===== src/rtl/game_sequencer_if.sv =====
// Port bundle between the Tetris control sequencer and its playfield datapath.
// The paused signal exists only when GAME_SEQUENCER_PAUSE_EN is defined.
interface game_sequencer_if #(
   parameter int ROWS  = 22,
   parameter int LVL_W = 4
);
   logic [7:0]       keycode;
   logic             can_rotate;
   logic             can_swap;
   logic [ROWS-1:0]  stop;
   logic [ROWS-1:0]  full_rows;
   logic             game_over;
   logic             startscreen;
   logic [2:0]       cmd;
   logic [ROWS-1:0]  shift_row;
   logic [LVL_W-1:0] level;
   logic [15:0]      lines;
`ifdef GAME_SEQUENCER_PAUSE_EN
   logic             paused;
`endif

   modport slave (
      input  keycode, can_rotate, can_swap, stop, full_rows, game_over,
      output startscreen, cmd, shift_row, level, lines
`ifdef GAME_SEQUENCER_PAUSE_EN
      , paused
`endif
   );

   modport master (
      output keycode, can_rotate, can_swap, stop, full_rows, game_over,
      input  startscreen, cmd, shift_row, level, lines
`ifdef GAME_SEQUENCER_PAUSE_EN
      , paused
`endif
   );
endinterface


===== src/rtl/game_sequencer.sv =====
// Top-level Tetris control FSM: one datapath command per cycle, level-scaled gravity,
// line/level counters and restart. Define GAME_SEQUENCER_PAUSE_EN to add the PAUSE state.
//
// state  | meaning
// IDLE   | start screen, wait for Enter edge
// CHECK  | look for a full row, first sample
// CHECK2 | look for a full row, second sample; none -> spawn
// SHIFT  | delete the latched row, bump line/level counters
// SPAWN  | spawn command, first cycle
// SPAWN2 | spawn command, second cycle
// FALL   | piece in play: gravity timer and lateral window
// WRITE  | piece landed, settle cycle
// WRITE2 | write piece into playfield
// HALT   | game over, wait for Enter edge
// PAUSE  | gravity frozen (optional)
module game_sequencer #(
   parameter int ROWS            = 22,
   parameter int CNT_W           = 24,
   parameter int BASE_PERIOD     = 1_000_000,
   parameter int PERIOD_STEP     = 60_000,
   parameter int MIN_PERIOD      = 100_000,
   parameter int LINES_PER_LEVEL = 10,
   parameter int LVL_W           = 4
) (
   input  logic             clk_i,
   input  logic             reset_ni,
   game_sequencer_if.slave  bus
);
   localparam int PW  = CNT_W + LVL_W;
   localparam int LCW = (LINES_PER_LEVEL < 2) ? 1 : $clog2(LINES_PER_LEVEL + 1);

   localparam logic [7:0] KEY_ENTER  = 8'h28;
   localparam logic [7:0] KEY_ROTATE = 8'h1A;
   localparam logic [7:0] KEY_SWAP   = 8'h06;

   typedef enum logic [3:0] {
      S_IDLE   = 4'd0,
      S_CHECK  = 4'd1,
      S_CHECK2 = 4'd2,
      S_SHIFT  = 4'd3,
      S_SPAWN  = 4'd4,
      S_SPAWN2 = 4'd5,
      S_FALL   = 4'd6,
      S_WRITE  = 4'd7,
      S_WRITE2 = 4'd8,
      S_HALT   = 4'd9
`ifdef GAME_SEQUENCER_PAUSE_EN
      , S_PAUSE = 4'd10
`endif
   } state_t;

   state_t           state_q;
   logic [7:0]       key_prev_q;
   logic [CNT_W-1:0] cnt_q;
   logic [CNT_W-1:0] period_q;
   logic [CNT_W-1:0] period_d;
   logic [ROWS-1:0]  shift_row_q;
   logic [LVL_W-1:0] level_q;
   logic [LCW-1:0]   lvl_cnt_q;
   logic [15:0]      lines_q;
   logic [PW-1:0]    step_prod;
   logic [PW-1:0]    base_ext;
   logic [ROWS-1:0]  lowest_d;
   logic [2:0]       cmd_d;

   logic key_new, enter_edge, rot_edge, swap_edge, grav_tick;

   assign key_new    = (bus.keycode != key_prev_q);
   assign enter_edge = key_new && (bus.keycode == KEY_ENTER);
   assign rot_edge   = key_new && (bus.keycode == KEY_ROTATE) && bus.can_rotate;
   assign swap_edge  = key_new && (bus.keycode == KEY_SWAP) && bus.can_swap;
   assign grav_tick  = (cnt_q == period_q - CNT_W'(1));

`ifdef GAME_SEQUENCER_PAUSE_EN
   logic pause_edge;
   assign pause_edge = key_new && (bus.keycode == 8'h13);
   assign bus.paused = (state_q == S_PAUSE);
`endif

   // Two's-complement trick isolates the lowest set bit, so rows clear bottom-index first.
   assign lowest_d = bus.full_rows & (~bus.full_rows + ROWS'(1));

   always_comb begin
      base_ext  = PW'(BASE_PERIOD);
      step_prod = PW'(level_q) * PW'(PERIOD_STEP);
      if ((step_prod > base_ext) || ((base_ext - step_prod) < PW'(MIN_PERIOD)))
         period_d = CNT_W'(MIN_PERIOD);
      else
         period_d = CNT_W'(base_ext - step_prod);
   end

   always_comb begin
      cmd_d = 3'b000;
      case (state_q)
         S_SHIFT:           cmd_d = 3'b011;
         S_SPAWN, S_SPAWN2: cmd_d = 3'b100;
         S_FALL:            cmd_d = grav_tick ? 3'b001 : 3'b111;
         S_WRITE2:          cmd_d = 3'b010;
         default:           cmd_d = 3'b000;
      endcase
   end

   assign bus.cmd         = cmd_d;
   assign bus.startscreen = (state_q == S_IDLE);
   assign bus.shift_row   = shift_row_q;
   assign bus.level       = level_q;
   assign bus.lines       = lines_q;

   always_ff @(posedge clk_i or negedge reset_ni) begin
      if (!reset_ni) begin
         state_q     <= S_IDLE;
         key_prev_q  <= 8'h00;
         cnt_q       <= '0;
         period_q    <= CNT_W'(BASE_PERIOD);
         shift_row_q <= '0;
         level_q     <= '0;
         lvl_cnt_q   <= '0;
         lines_q     <= '0;
      end else begin
         key_prev_q <= bus.keycode;
         // Level only moves while the counter is parked at zero, so a new period is safe.
         period_q   <= period_d;
         case (state_q)
            S_IDLE: if (enter_edge) state_q <= S_CHECK;
            S_CHECK, S_CHECK2: begin
               if (|bus.full_rows) begin
                  shift_row_q <= lowest_d;
                  state_q     <= S_SHIFT;
               end else begin
                  state_q <= (state_q == S_CHECK) ? S_CHECK2 : S_SPAWN;
               end
            end
            S_SHIFT: begin
               if (lines_q != 16'hFFFF) lines_q <= lines_q + 16'd1;
               if (lvl_cnt_q + LCW'(1) == LCW'(LINES_PER_LEVEL)) begin
                  lvl_cnt_q <= '0;
                  if (level_q != '1) level_q <= level_q + LVL_W'(1);
               end else begin
                  lvl_cnt_q <= lvl_cnt_q + LCW'(1);
               end
               state_q <= S_CHECK;
            end
            S_SPAWN:  state_q <= bus.game_over ? S_HALT : S_SPAWN2;
            S_SPAWN2: state_q <= bus.game_over ? S_HALT : S_FALL;
            S_FALL: begin
               if (|bus.stop) begin
                  cnt_q   <= '0;
                  state_q <= S_WRITE;
               end else if (grav_tick) begin
                  cnt_q <= '0;
               end else begin
                  cnt_q <= cnt_q + CNT_W'(1);
                  if (rot_edge || swap_edge) state_q <= S_SPAWN;
`ifdef GAME_SEQUENCER_PAUSE_EN
                  else if (pause_edge) state_q <= S_PAUSE;
`endif
               end
            end
            S_WRITE:  state_q <= bus.game_over ? S_HALT : S_WRITE2;
            S_WRITE2: state_q <= bus.game_over ? S_HALT : S_CHECK;
            S_HALT: begin
               if (enter_edge) begin
                  lines_q     <= '0;
                  level_q     <= '0;
                  lvl_cnt_q   <= '0;
                  shift_row_q <= '0;
                  state_q     <= S_IDLE;
               end
            end
`ifdef GAME_SEQUENCER_PAUSE_EN
            S_PAUSE: if (pause_edge) state_q <= S_FALL;
`endif
            default: state_q <= S_CHECK;
         endcase
      end
   end
endmodule


===== src/flat_wrapper.sv =====
// flat-port wrapper written by rule: the top's interface ports become plain ports
module game_sequencer_flat 
#(
   parameter int ROWS            = 22,
   parameter int CNT_W           = 24,
   parameter int BASE_PERIOD     = 1_000_000,
   parameter int PERIOD_STEP     = 60_000,
   parameter int MIN_PERIOD      = 100_000,
   parameter int LINES_PER_LEVEL = 10,
   parameter int LVL_W           = 4
)
  (clk_i, reset_ni, bus_keycode, bus_can_rotate, bus_can_swap, bus_stop, bus_full_rows, bus_game_over, bus_startscreen, bus_cmd, bus_shift_row, bus_level, bus_lines);
  game_sequencer_if #(.ROWS(ROWS), .LVL_W(LVL_W)) bus_i ();
  input  logic clk_i;
  input  logic reset_ni;
  input wire logic [$bits(bus_i.keycode)-1:0] bus_keycode;
  input wire logic [$bits(bus_i.can_rotate)-1:0] bus_can_rotate;
  input wire logic [$bits(bus_i.can_swap)-1:0] bus_can_swap;
  input wire logic [$bits(bus_i.stop)-1:0] bus_stop;
  input wire logic [$bits(bus_i.full_rows)-1:0] bus_full_rows;
  input wire logic [$bits(bus_i.game_over)-1:0] bus_game_over;
  output wire logic [$bits(bus_i.startscreen)-1:0] bus_startscreen;
  output wire logic [$bits(bus_i.cmd)-1:0] bus_cmd;
  output wire logic [$bits(bus_i.shift_row)-1:0] bus_shift_row;
  output wire logic [$bits(bus_i.level)-1:0] bus_level;
  output wire logic [$bits(bus_i.lines)-1:0] bus_lines;
  assign bus_i.keycode = bus_keycode;
  assign bus_i.can_rotate = bus_can_rotate;
  assign bus_i.can_swap = bus_can_swap;
  assign bus_i.stop = bus_stop;
  assign bus_i.full_rows = bus_full_rows;
  assign bus_i.game_over = bus_game_over;
  assign bus_startscreen = bus_i.startscreen;
  assign bus_cmd = bus_i.cmd;
  assign bus_shift_row = bus_i.shift_row;
  assign bus_level = bus_i.level;
  assign bus_lines = bus_i.lines;
  game_sequencer #(.ROWS(ROWS), .CNT_W(CNT_W), .BASE_PERIOD(BASE_PERIOD), .PERIOD_STEP(PERIOD_STEP), .MIN_PERIOD(MIN_PERIOD), .LINES_PER_LEVEL(LINES_PER_LEVEL), .LVL_W(LVL_W)) u_core (.clk_i(clk_i), .reset_ni(reset_ni), .bus(bus_i));
endmodule

===== config.mk =====
export PLATFORM = sky130hd
export DESIGN_NAME = game_sequencer_flat
export DESIGN_NICKNAME = d
export VERILOG_FILES = /design/src/rtl/game_sequencer_if.sv /design/src/rtl/game_sequencer.sv /design/src/flat_wrapper.sv
export SDC_FILE = /design/constraint.sdc
export NUM_CORES = 1
export LEC_CHECK = 0
export BUFFER_PORTS_ARGS = -buffer_cell sky130_fd_sc_hd__buf_2
export CAP_MARGIN = 5
export CORE_MARGIN = 10
export CORE_UTILIZATION = 30
export DETAILED_ROUTE_END_ITERATION = 7
export PLACE_DENSITY = 0.51
export SETUP_SLACK_MARGIN = 0.1
export SYNTH_ARGS = -nofsm -noshare
export SYNTH_HDL_FRONTEND = slang
export SYNTH_SLANG_ARGS = --single-unit

===== constraint.sdc =====
create_clock -name clk_i -period 8.55 [get_ports clk_i]
set_clock_uncertainty 0.2 [all_clocks]
set_input_delay 2.565 -clock clk_i [delete_from_list [all_inputs] [get_ports clk_i]]
set_output_delay 2.565 -clock clk_i [all_outputs]
set_load 0.1 [all_outputs]

---- Yosys cells after proc, flatten, opt, wreduce, memory -nomap -nowiden ----
Cells that the tools add are included.
cells by class
  equality and inequality tests ........... 25
  magnitude comparators ................... 2
  add/subtract/negate cells ............... 7
  multiply operators ...................... 1
  bitwise gates (word level) .............. 2
  reductions and logical operators ........ 19
  muxes and demuxes ....................... 28
operator list
  operator                                                       number
  2-to-1 mux 24 bit                                              3
  2-to-1 mux 4 bit                                               12
  2-to-1 mux 22 bit                                              2
  case mux 22 bit (2 select lines)                               1
  OR reduction 22 bit                                            2
  2-to-1 mux 16 bit                                              2
  case mux 16 bit (2 select lines)                               1
  case mux 4 bit (8 select lines)                                1
  less-than comparator 28 x 17 -> 1 bit (second input constant)  1
  adder 24 x 1 -> 24 bit (second input constant)                 1
  equality test 24 bit                                           1
  subtractor 24 x 1 -> 24 bit (second input constant)            1
  adder 22 x 1 -> 22 bit (second input constant)                 1
  bitwise AND 22 bit                                             1
  NOT 22 bit                                                     1
  subtractor 20 x 20 -> 21 bit (first input constant)            1
  > comparator 20 bit (second input constant)                    1
  adder 16 x 1 -> 16 bit (second input constant)                 1
  equality test 4 x 3 -> 1 bit (second input constant)           4
  != test 16 bit (second input constant)                         1
  case mux 4 bit (2 select lines)                                2
  multiplier 4 x 11 -> 15 bit (second input constant)            1
  equality test 4 bit (second input constant)                    3
  != test 2 x 1 -> 1 bit (second input constant)                 6
  21 further kinds                                               33
storage, ports and cells
  bits of input ports ..................... 57
  flip-flop bits (word level) ............. 106

---- Longest topological paths before layout ----
  depth in word-level cells ............... 8
  depth in mapped cells ................... 16
  gate-level depth less buffers ........... 14

---- Worst setup path before layout ----
No wires, ideal clock.
  path type ............................... reg2out
  start ................................... register u_core.state_q[3]
  end ..................................... output bus_startscreen
  stages on the path, launching flop included .. 3
  arrival time ............................ 3566 ps
  data required time ...................... 5785 ps
  slack ................................... 2219 ps
  path through ............................ dfrtp_1 clkbuf_1 nor4_1
on the way
  word-level cells in the longest chain between the ends .. 1
RTL lines
  item                    line                   RTL
  from (decl)             game_sequencer.sv:52   state_t state_q;
  from (signal assigned)  game_sequencer.sv:130  state_q <= (state_q == S_CHECK) ? S_CHECK2 : S_SPAWN;
  from (signal assigned)  game_sequencer.sv:143  S_SPAWN: state_q <= bus.game_over ? S_HALT : S_SPAWN2;
  from (signal assigned)  game_sequencer.sv:144  S_SPAWN2: state_q <= bus.game_over ? S_HALT : S_FALL;
  logical NOT 4 bit       game_sequencer.sv:104  assign bus.startscreen = (state_q == S_IDLE);
  to (decl)               flat_wrapper.sv:22     output wire logic [$bits(bus_i.startscreen)-1:0] bus_startscreen;
No other way between the ends.

---- Final worst setup path ----
  start ................................... register u_core.period_q[5]
  end ..................................... output bus_cmd[2]
on the way
  word-level cells in the longest chain between the ends .. 4
RTL lines
  item                             line                   RTL
  from (decl)                      game_sequencer.sv:55   logic [CNT_W-1:0] period_q;
  from (signal assigned)           game_sequencer.sv:114  period_q <= CNT_W'(BASE_PERIOD);
  from (signal assigned)           game_sequencer.sv:122  period_q <= period_d;
  subtractor 24 x 1 -> 24 bit      game_sequencer.sv:72   assign grav_tick = (cnt_q == period_q - CNT_W'(1));
  equality test 24 bit             game_sequencer.sv:72
  2-to-1 mux 3 bit                 game_sequencer.sv:97   S_FALL: cmd_d = grav_tick ? 3'b001 : 3'b111;
  case mux 3 bit (4 select lines)  game_sequencer.sv:94   case (state_q)
  to (decl)                        flat_wrapper.sv:23     output wire logic [$bits(bus_i.cmd)-1:0] bus_cmd;
No other way between the ends.

==> run metrics <==
status finished clean; die span in y approximately 170 microns; post-DP HPWL approximately 14,000 microns; Fin Setup TNS 0 ps; fin crit period approximately 6600 ps; Hold Crit Class reg -> reg; vias per cell ~5.1; Gate power share 32.6%; PwrDens 186 mW/mm^2; classification of the worst setup path reg -> out; Max Freq 0.153 GHz; number of synthesized register bits 98; Buf+Inv Stages, Crit Path 2; critical path startpoint category flip-flop; area of the core 0.0220 sq mm; Setup crit end kind output pin; post-layout util 35.9%; number of port buffers 102; Root Buffer clkbuf_16; Clock Sinks ~100; htree depth 3; Final Wtd Congestion between 0.8 and 0.9; crit path DAT 3790 ps; WL/cell between 15 and 20 microns; max incr delay on CP about 650 ps; RSZ-0062 raised after global routing no; Pwr Total 1470 uW; Post-synth ARST share 100%; Mapped Area 0.00679 sq mm; initial DRC count ~400; CTS Hold Bufs 0; worst vdd ir between 150 and 200 uV; worst path cell trace inv_1 > ha_1 > nor4b_1 > nand4_1 > xnor2_1 > a2111oi_4 > nand4_2 > nor4_1 > o21a_1 > nor2_1 > buf_2; crit-path leading delay family simple AND/OR/NAND/NOR gates; Die Wd ~170 microns; first drt pass iteration count 5; Antenna Nets Post-Route 0; max capacitance violation total 0; Distinct cells, synth 79; Worst-Margin Slew between 1000 and 1500 ps; Final Max Tran Viols 0; P_int 870 uW; # DRC 0; Max FO, Critical Path 7; GRT Residual Overflow 0; final WL 18,000 microns; CP max stage cell nor4b_1; n_diodes 0; Post-synth EDFFs 0; largest net degree at the start of global routing 71; total track usage roughly 12%; leakage power roughly 0.0035 uW; number of global-route vias before repair between 5,000 and 6,000; clock transition at the registers of the reported paths around 70 ps; post-synthesis sequential area ratio a little over a third; relative slew slack around 28%; period utilization 76.6%; Final setup violation count 0; fin nets 956; final worst slack around 2000 ps; Main synth FF type dfrtp_1; die area ~0.029 sq mm; Psw between 500 and 600 uW; fraction of layout cells with a size suffix above 1 between 15 and 20%; switching part of the total roughly 40%; Area Growth Syn to Fin 16.4%; pre-CTS WS around 2200 ps; DR vias 5,886; Cell Rows 54; Post-CTS Setup Bufs 0; Starting Density 30.8%; maximum clock insertion buffer count 2; Seq pwr share 37.2%; Top Ports 103; final hold viol count 0; yosys synthesis warning count 0; global-route wire length before repair 29,100 microns; Post-Synthesis Cells 777; initial antenna violation count 0; CTS tree built; Mapped Nets ~870; Num CTS Buffers 9; Clock Power Share between 30% and 40%; worst-skew pair later-pin latency 350 ps; post-cts resize count 0; CP required slightly below 6000 ps; Mean Syn Cell Area approximately 8.7 sq um
-- layer usage --
layer	up-vias	GRT usage, %	part of all wire, %	routed length (microns)
li1	2987	-	-	-
met1	2784	17.0	50	8970
met2	102	18.8	45	8100
met3	13	2.48	4.0	728
met4	0	3.20	1.0	184
met5	-	0	0	0
-- layout by cell type (no fill, tap or decap), types with 20 or more instances in the layout --
cell type / instances
a21oi_1: 21
nor2_1: 65
nand2b_1: 22
nor3_1: 20
o21ai_0: 54
dfrtp_1: 91
inv_1: 29
ha_1: 30
nand2_1: 74
xnor2_1: 42
buf_2: 101
xor2_1: 34
nand3_1: 38
-- sequential cells by signal (all words and copies together) (netlist names) --
signal / cells
u_core.period_q: 16
u_core.state_q: 4
u_core.bus.lines: 16
u_core.key_prev_q: 8
u_core.bus.level: 4
u_core.cnt_q: 24
u_core.lvl_cnt_q: 4
u_core.bus.shift_row: 22
-- per-stage QoR --
stage,area [sq um],hold slack (ps),instances
floorplan,6790,264,777
global placement,7580,262,1136
detailed placement,7580,261,1136
CTS,7910,287,1151
global route,7910,296,1151
finish,7910,279,1151
-- cells in the mapped netlist (7+ instances only) --
| master | n | area share [%] |
|---|---|---|
| inv_1 | 29 | 1.6 |
| xnor2_1 | 42 | 5.4 |
| dfstp_2 | 7 | 2.7 |
| o21ai_0 | 54 | 4.0 |
| dfrtp_1 | 91 | 34 |
| clkbuf_1 | 22 | 1.2 |
| nand4_1 | 18 | 1.7 |
| nand2_1 | 74 | 4.1 |
| nor3_1 | 20 | 1.5 |
| nor4_1 | 15 | 1.4 |
| nand3_1 | 38 | 2.8 |
| nand2b_1 | 22 | 2.0 |
| o21ai_1 | 19 | 1.4 |
| o31ai_1 | 8 | 0.88 |
| o21a_1 | 7 | 0.77 |
| xor2_1 | 34 | 4.4 |
| nor2b_1 | 8 | 0.74 |
| and3_1 | 16 | 1.5 |
| ha_1 | 30 | 5.5 |
| a21oi_1 | 21 | 1.5 |
| nor2_1 | 65 | 3.6 |
-- area by class of cell --
class                   instances  area, sq um
clock buffers                   9          225
clock inverters                 6         95.1
fillers                      2291        14100
inverters                      29          109
multi-input cells             619         4090
flip-flops and latches         98         2460
well taps                     280          350
repair buffers                110          573
-- cell families after synthesis --
family / share of synthesized area [%]
xor+xnor: 9.80
simple gates: 25.9
mux: 0.903
compound gates: 17.5
flops: 36.2
fa+ha+maj: 6.12
buf+inv: 3.63
-- power by group through the flow --
stage	Combinational (uW)	Sequential [uW]	Clock [uW]
floorplan	223	697	0
global placement	484	555	0
detailed placement	485	555	0
CTS	487	547	462
global route	518	555	478
finish	479	546	444
-- worst min-delay path, stage by stage (launching register included) --
cell and delay (ps):
dfrtp_1 340, nand2_1 40, o21ai_0 60
-- final timing paths --
kind	start	endpoint	slack, ps	cells after the start
worst min register to register	u_core.bus.shift_row[11]$_DFFE_PN0P_	u_core.bus.shift_row[11]$_DFFE_PN0P_	280	2
worst max register to register	u_core.bus.level[2]$_DFFE_PN0P_	u_core.period_q[8]$_DFF_PN0_	3880	15
max in group asynchronous	reset_ni	u_core.lvl_cnt_q[1]$_DFFE_PN0P_	4990	2
worst max-delay path	u_core.period_q[5]$_DFF_PN0_	bus_cmd[2]	2000	11
min in group asynchronous	reset_ni	u_core.cnt_q[20]$_DFFE_PN0P_	1930	1
worst min-delay path	u_core.bus.shift_row[11]$_DFFE_PN0P_	u_core.bus.shift_row[11]$_DFFE_PN0P_	280	2
No activity file was read; power rests on OpenSTA's default activity.
